**src/rtl/generate_set_of_mux_pkg.sv**
```systemverilog
// Shared constants for the registered word-select stage.
// Holds the default word width and the reset value of the output register.
package generate_set_of_mux_pkg;

    localparam int MUX_WIDTH_DEFAULT = 4;
    localparam int MUX_WIDTH_MAX     = 64;

    // Zero-filled at the widest legal width; each user slices it down to WIDTH.
    localparam logic [MUX_WIDTH_MAX-1:0] MUX_RST_VAL = '0;

endpackage

```
**src/rtl/generate_set_of_mux_if.sv**
```systemverilog
// Word-select bus: two candidate words and a shared select go in.
// The registered selected word comes back out. Index 0 of every word is its MSB.
interface generate_set_of_mux_if
    import generate_set_of_mux_pkg::*;
#(
    parameter int WIDTH = MUX_WIDTH_DEFAULT
);

    logic [0:WIDTH-1] a;
    logic [0:WIDTH-1] b;
    logic             sel;
    logic [0:WIDTH-1] f;

    modport master (output a, output b, output sel, input f);
    modport slave  (input a, input b, input sel, output f);

endinterface

```
**src/rtl/generate_set_of_mux_mux2.sv**
```systemverilog
// Single-bit combinational 2:1 mux cell.
// An unknown sel yields X only where a and b differ.
module mux2 (
    input  logic a,
    input  logic b,
    input  logic sel,
    output logic y
);

    assign y = sel ? b : a;

endmodule

```
**src/rtl/generate_set_of_mux.sv**
```systemverilog
// Registered word-select stage: one mux2 cell per bit with a shared select.
// The selected word is registered once, so latency is a single cycle.
module generate_set_of_mux
    import generate_set_of_mux_pkg::*;
#(
    parameter int WIDTH = MUX_WIDTH_DEFAULT
) (
    input  logic                 clk,
    input  logic                 rst,
    generate_set_of_mux_if.slave bus
);

    localparam logic [0:WIDTH-1] RST_VAL = MUX_RST_VAL[WIDTH-1:0];

    logic [0:WIDTH-1] m;

    // Bits never interact, so each one gets its own cell.
    genvar i;
    generate
        for (i = 0; i < WIDTH; i++) begin : gen_mux
            mux2 u_mux2 (
                .a   (bus.a[i]),
                .b   (bus.b[i]),
                .sel (bus.sel),
                .y   (m[i])
            );
        end
    endgenerate

    // Output register stage
    always_ff @(posedge clk) begin
        if (rst) begin
            bus.f <= RST_VAL;
        end else begin
            bus.f <= m;
        end
    end

endmodule

```
**src/flat_wrapper.sv**
```systemverilog
// flat-port wrapper written by rule: the top's interface ports become plain ports
module generate_set_of_mux_flat import generate_set_of_mux_pkg::*;
#(
    parameter int WIDTH = MUX_WIDTH_DEFAULT
)
  (clk, rst, bus_a, bus_b, bus_sel, bus_f);
  generate_set_of_mux_if #(.WIDTH(WIDTH)) bus_i ();
  input  logic clk;
  input  logic rst;
  input wire logic [$bits(bus_i.a)-1:0] bus_a;
  input wire logic [$bits(bus_i.b)-1:0] bus_b;
  input wire logic [$bits(bus_i.sel)-1:0] bus_sel;
  output wire logic [$bits(bus_i.f)-1:0] bus_f;
  assign bus_i.a = bus_a;
  assign bus_i.b = bus_b;
  assign bus_i.sel = bus_sel;
  assign bus_f = bus_i.f;
  generate_set_of_mux #(.WIDTH(WIDTH)) u_core (.clk(clk), .rst(rst), .bus(bus_i));
endmodule
```
**config.mk**
```make
export PLATFORM = sky130hd
export DESIGN_NAME = generate_set_of_mux_flat
export DESIGN_NICKNAME = d
export VERILOG_FILES = /design/src/rtl/generate_set_of_mux_pkg.sv /design/src/rtl/generate_set_of_mux_if.sv /design/src/rtl/generate_set_of_mux_mux2.sv /design/src/rtl/generate_set_of_mux.sv /design/src/flat_wrapper.sv
export SDC_FILE = /design/constraint.sdc
export NUM_CORES = 1
export LEC_CHECK = 0
export CAP_MARGIN = 25
export CORE_AREA = 2 2 39 41
export CTS_CLUSTER_SIZE = 16
export DETAILED_ROUTE_END_ITERATION = 12
export DIE_AREA = 0 0 41 43
export HOLD_SLACK_MARGIN = 0.12
export PLACE_DENSITY_LB_ADDON = 0.05
export SLEW_MARGIN = 20
export SYNTH_ARGS = -nofsm -noshare
export SYNTH_HDL_FRONTEND = slang
export SYNTH_SLANG_ARGS = --single-unit
export TNS_END_PERCENT = 1
```
**constraint.sdc**
```tcl
create_clock -name clk -period 1 [get_ports clk]
set_clock_uncertainty 0.1 [all_clocks]
set_input_delay 0.2 -clock clk [delete_from_list [all_inputs] [get_ports clk]]
set_output_delay 0.2 -clock clk [all_outputs]
set_load 0.01 [all_outputs]
```
[After elaboration in Yosys (flattened, before gate mapping)]
Cells that the tools add are included.
Cells by class
  bitwise gates (word level): 0
  reduce and logical (&&, ||, !) cells: 0
  add/sub/neg operators: 0
  shift-type cells: 0
  divide/modulo/power cells: 0
  eq/ne operators: 0
  multiply operators: 0
  multiplexer cells: 4
  magnitude comparators: 0
Operators by type and width (number)
  two-way mux 1 bit: 4
Storage, ports and cells
  memory bits (writable): 0
  input bits: 11
  bits in read-only memories: 0
  output and inout bits: 4
  flip-flop bits (word level): 4
  latch bits: 0
  memories kept: 0
  word-level logic and storage cells: 5

[Longest topological paths before layout]
  depth after elaboration: 1
  gate-level depth with buffers: 3
  gate-level depth less buffers: 2

[Modules after synthesis]
From an unflattened synthesis, not the netlist that was laid out.
Unflattened totals
  cells, all modules: 12
  area total of the unflattened synthesis: 165.2 um2
By module, submodules not included
  generate_set_of_mux: cells an instance 8, sequential area each 80.1 um2, instances 1, area each 105.1 um2
  mux2: cells an instance 1, sequential area each 0.0 um2, instances 4, area each 15.0 um2

[Worst setup path before layout]
OpenSTA, ideal clock, no wires.
  path kind: input to register
  start point: input bus_sel
  end point: register u_core.bus.f[0]
  data required time: 0.786 ns
  buffers on the path: 1
  setup time: 0.114 ns
  stages on the path: 3
  arrival time: 0.564 ns
  slack: 0.222 ns
  cells stage by stage: clkbuf_2 > mux2i_1 > nor2_1
On the way
  cells in the longest elaborated chain, start to end: 1
Ends and longest elaborated chain
  start: declaration: line flat_wrapper.sv:12  | input wire logic [$bits(bus_i.sel)-1:0] bus_sel;
  two-way mux 1 bit: line generate_set_of_mux_mux2.sv:10  | assign y = sel ? b : a;
  end signal: assignment: line generate_set_of_mux.sv:35  | bus.f <= m;
  end: declaration: line generate_set_of_mux_if.sv:15  | modport slave (input a, input b, input sel, output f);
Every way passes these cells.
A chain may end at the register's enable or synchronous reset.

[Worst setup path in the final report]
  start point: register u_core.bus.f[0]
  end point: output bus_f[3]
RTL lines
  end: declaration: line flat_wrapper.sv:13  | output wire logic [$bits(bus_i.f)-1:0] bus_f;
No word-level cell between the ends.

==> impl_metrics.yaml <==
placement:
  post_dp_cell_area_um2: 295
  place.gp.congestion: 0.589
  dp_cells: 42
  portBuffers: 14
  place_ws_ps: -320
route:
  vias: 133
  dr.pass1.iters: 1
  via_per_inst: 2.96
  drtIter0Drc: 0
  drc: 0
  drt-wirelength-per-cell_um: 6.87
  wl_um: 309
  drtAntennaViolNets: 0
cells_and_area:
  stdcell_count: 45
  multi_input_area_um2: 55.1
  syn_to_final_growth_pct: 112
  largest_register_ffs: 4
  diodes: 0
  top_regs: "u_core.bus.f x4"
  design_area_um2: 297
  fillCellCount: 155
  drive_gt1_share_pct: 24.1
  nets: 42
  regArea_um2: 80.1
  regMostFlops: "u_core.bus.f"
setup_path:
  cp_cell_sequence: "buf_2"
  crit_fanout: 1
  arrival_ps: 640
  cp_top_family: "flip-flops"
  max_stage_delay_ps: 300
  cp.required_ps: 700
  cpMaxStageDelayCell: "dfxtp_1"
  crit_type: "flip-flop to primary output"
  worstSetupEndpointType: "primary output"
  worst-path-buf-inv: 1
  startpoint_type: "flip-flop"
  cp.depth: 1
pwr:
  power_mw: 0.434
  pwr_density_cell_nw_per_um2: 1460
  peakVddDrop_uv: 312
  leakage_nw: 0.138
logic_synthesis:
  yosys_warnings: 0
  syn_inst: 13
  ys_ff_latch: 4
  seq_area_frac_synth_pct: 57.1
  synth_area_per_cell_um2: 10.8
  synth_area_um2: 140
  ys_types: 4
  synth_fp_nets: 24
timing:
  min_period_over_period_pct: 94.0
  period_needed_ps: 940
  setup_ws_ps: 60.5
  finalHoldViolations: 0
  finalMaxSlewViolations: 0
  slew_headroom_pct: 84.6
  finalSetupViolations: 0
  finalSetupTns_ps: 0
  rsz0062_at_grt: "false"
  tightest_slew_ps: 232
  max_freq_mhz: 1060
min_path:
  min_path_type: "primary input to flip-flop"
  min_delay_path_depth: 3
  hold_start: "bus_sel"
  min_to: "u_core.bus.f[3]$_SDFF_PP0_"
clocking:
  cts_root_buf: "clkbuf_4"
  cts_sinks: 4
  ctsHoldBuffers: 0
  clock_path_buffers: 2
  clkSlewWorstSetupHoldPaths_ps: 30
  cts_tree: "done"
  cts_max_level: 1
  cts.repair.resized: 17
  numCtsBuffers: 3
  postCtsSetupRepairBufs: 0
grt:
  grt_max_degree: 5
  overflow: 0
  grt_usage_pct: 4.91
  antenna_found_initial: 0
  grt_pass1_wl_um: 510
  grt_pass1_vias: 149
die:
  dieArea_um2: 1760
  io_pins: 15
  die_w_um: 41
  start_util_pct: 10.1
  die_h_um: 43
  row_count: 14
  core-area_um2: 1380
flow_run:
  drv_cap: 0
outcome:
  outcome: "finished, final reports clean"
## final cells by class
| type | instances | share of cell area, % |
|---|---|---|
| Multi-Input combinational cell | 8 | 18.6 |
| Clock buffer | 3 | 7.59 |
| Timing Repair Buffer | 14 | 40.1 |
| Tap cell | 16 | 6.75 |
| Sequential cell | 4 | 27.0 |
## placed cells by master, fill, tap and decap left out
cell             count
buf_2                4
clkdlybuf4s50_1      9
dlygate4sd2_1        1
clkbuf_4             3
nor2_1               4
dfxtp_1              4
mux2i_1              4
## Yosys cell counts
| cell type | number | area (um2) |
|---|---|---|
| mux2i_1 | 4 | 40.0 |
| clkbuf_2 | 1 | 5.00 |
| dfxtp_1 | 4 | 80.1 |
| nor2_1 | 4 | 15.0 |
## report_power, final
part | switching, mW | internal [mW]
sequential | 0.00182 | 0.171
combinational | 0.0239 | 0.0488
clock | 0.0544 | 0.133
## routing by layer
| metal | routed length [um] | vias up | part of all wire (%) | global-route usage, % |
|---|---|---|---|---|
| met2 | 122 | 12 | 39 | 6.25 |
| met5 | 0 | - | 0 | 0 |
| met3 | 67 | 0 | 22 | 1.57 |
| met4 | 0 | 0 | 0 | 8.00 |
| li1 | - | 74 | - | - |
| met1 | 119 | 47 | 39 | 4.47 |
## cell families (layout without fill, tap and decap cells)
| family | Yosys count | in the layout | share of synthesized area (%) |
|---|---|---|---|
| muxes | 4 | 4 | 28.6 |
| buffers and inverters | 1 | 17 | 3.57 |
| and+or+nand+nor | 4 | 4 | 10.7 |
| DFF | 4 | 4 | 57.1 |
## worst max path at each step
| stage | startpoint | end |
|---|---|---|
| 4_1_cts | u_core.bus.f[0]$_SDFF_PP0_ | bus_f[3] |
| 3_5_place_dp | bus_sel | u_core.bus.f[1]$_SDFF_PP0_ |
| 2_1_floorplan | bus_sel | u_core.bus.f[0]$_SDFF_PP0_ |
| 3_3_place_gp | bus_sel | u_core.bus.f[0]$_SDFF_PP0_ |
| 6_report | u_core.bus.f[0]$_SDFF_PP0_ | bus_f[3] |
| 5_1_grt | u_core.bus.f[1]$_SDFF_PP0_ | bus_f[2] |
## stage by stage
stage          hold WS (ps)  utilization [%]
6_report                418             21.4
3_5_place_dp            721             21.3
4_1_cts                 422             21.4
3_3_place_gp            724             21.3
2_1_floorplan           172                -
5_1_grt                 466             21.4
Power figures use the tool's default switching activity.
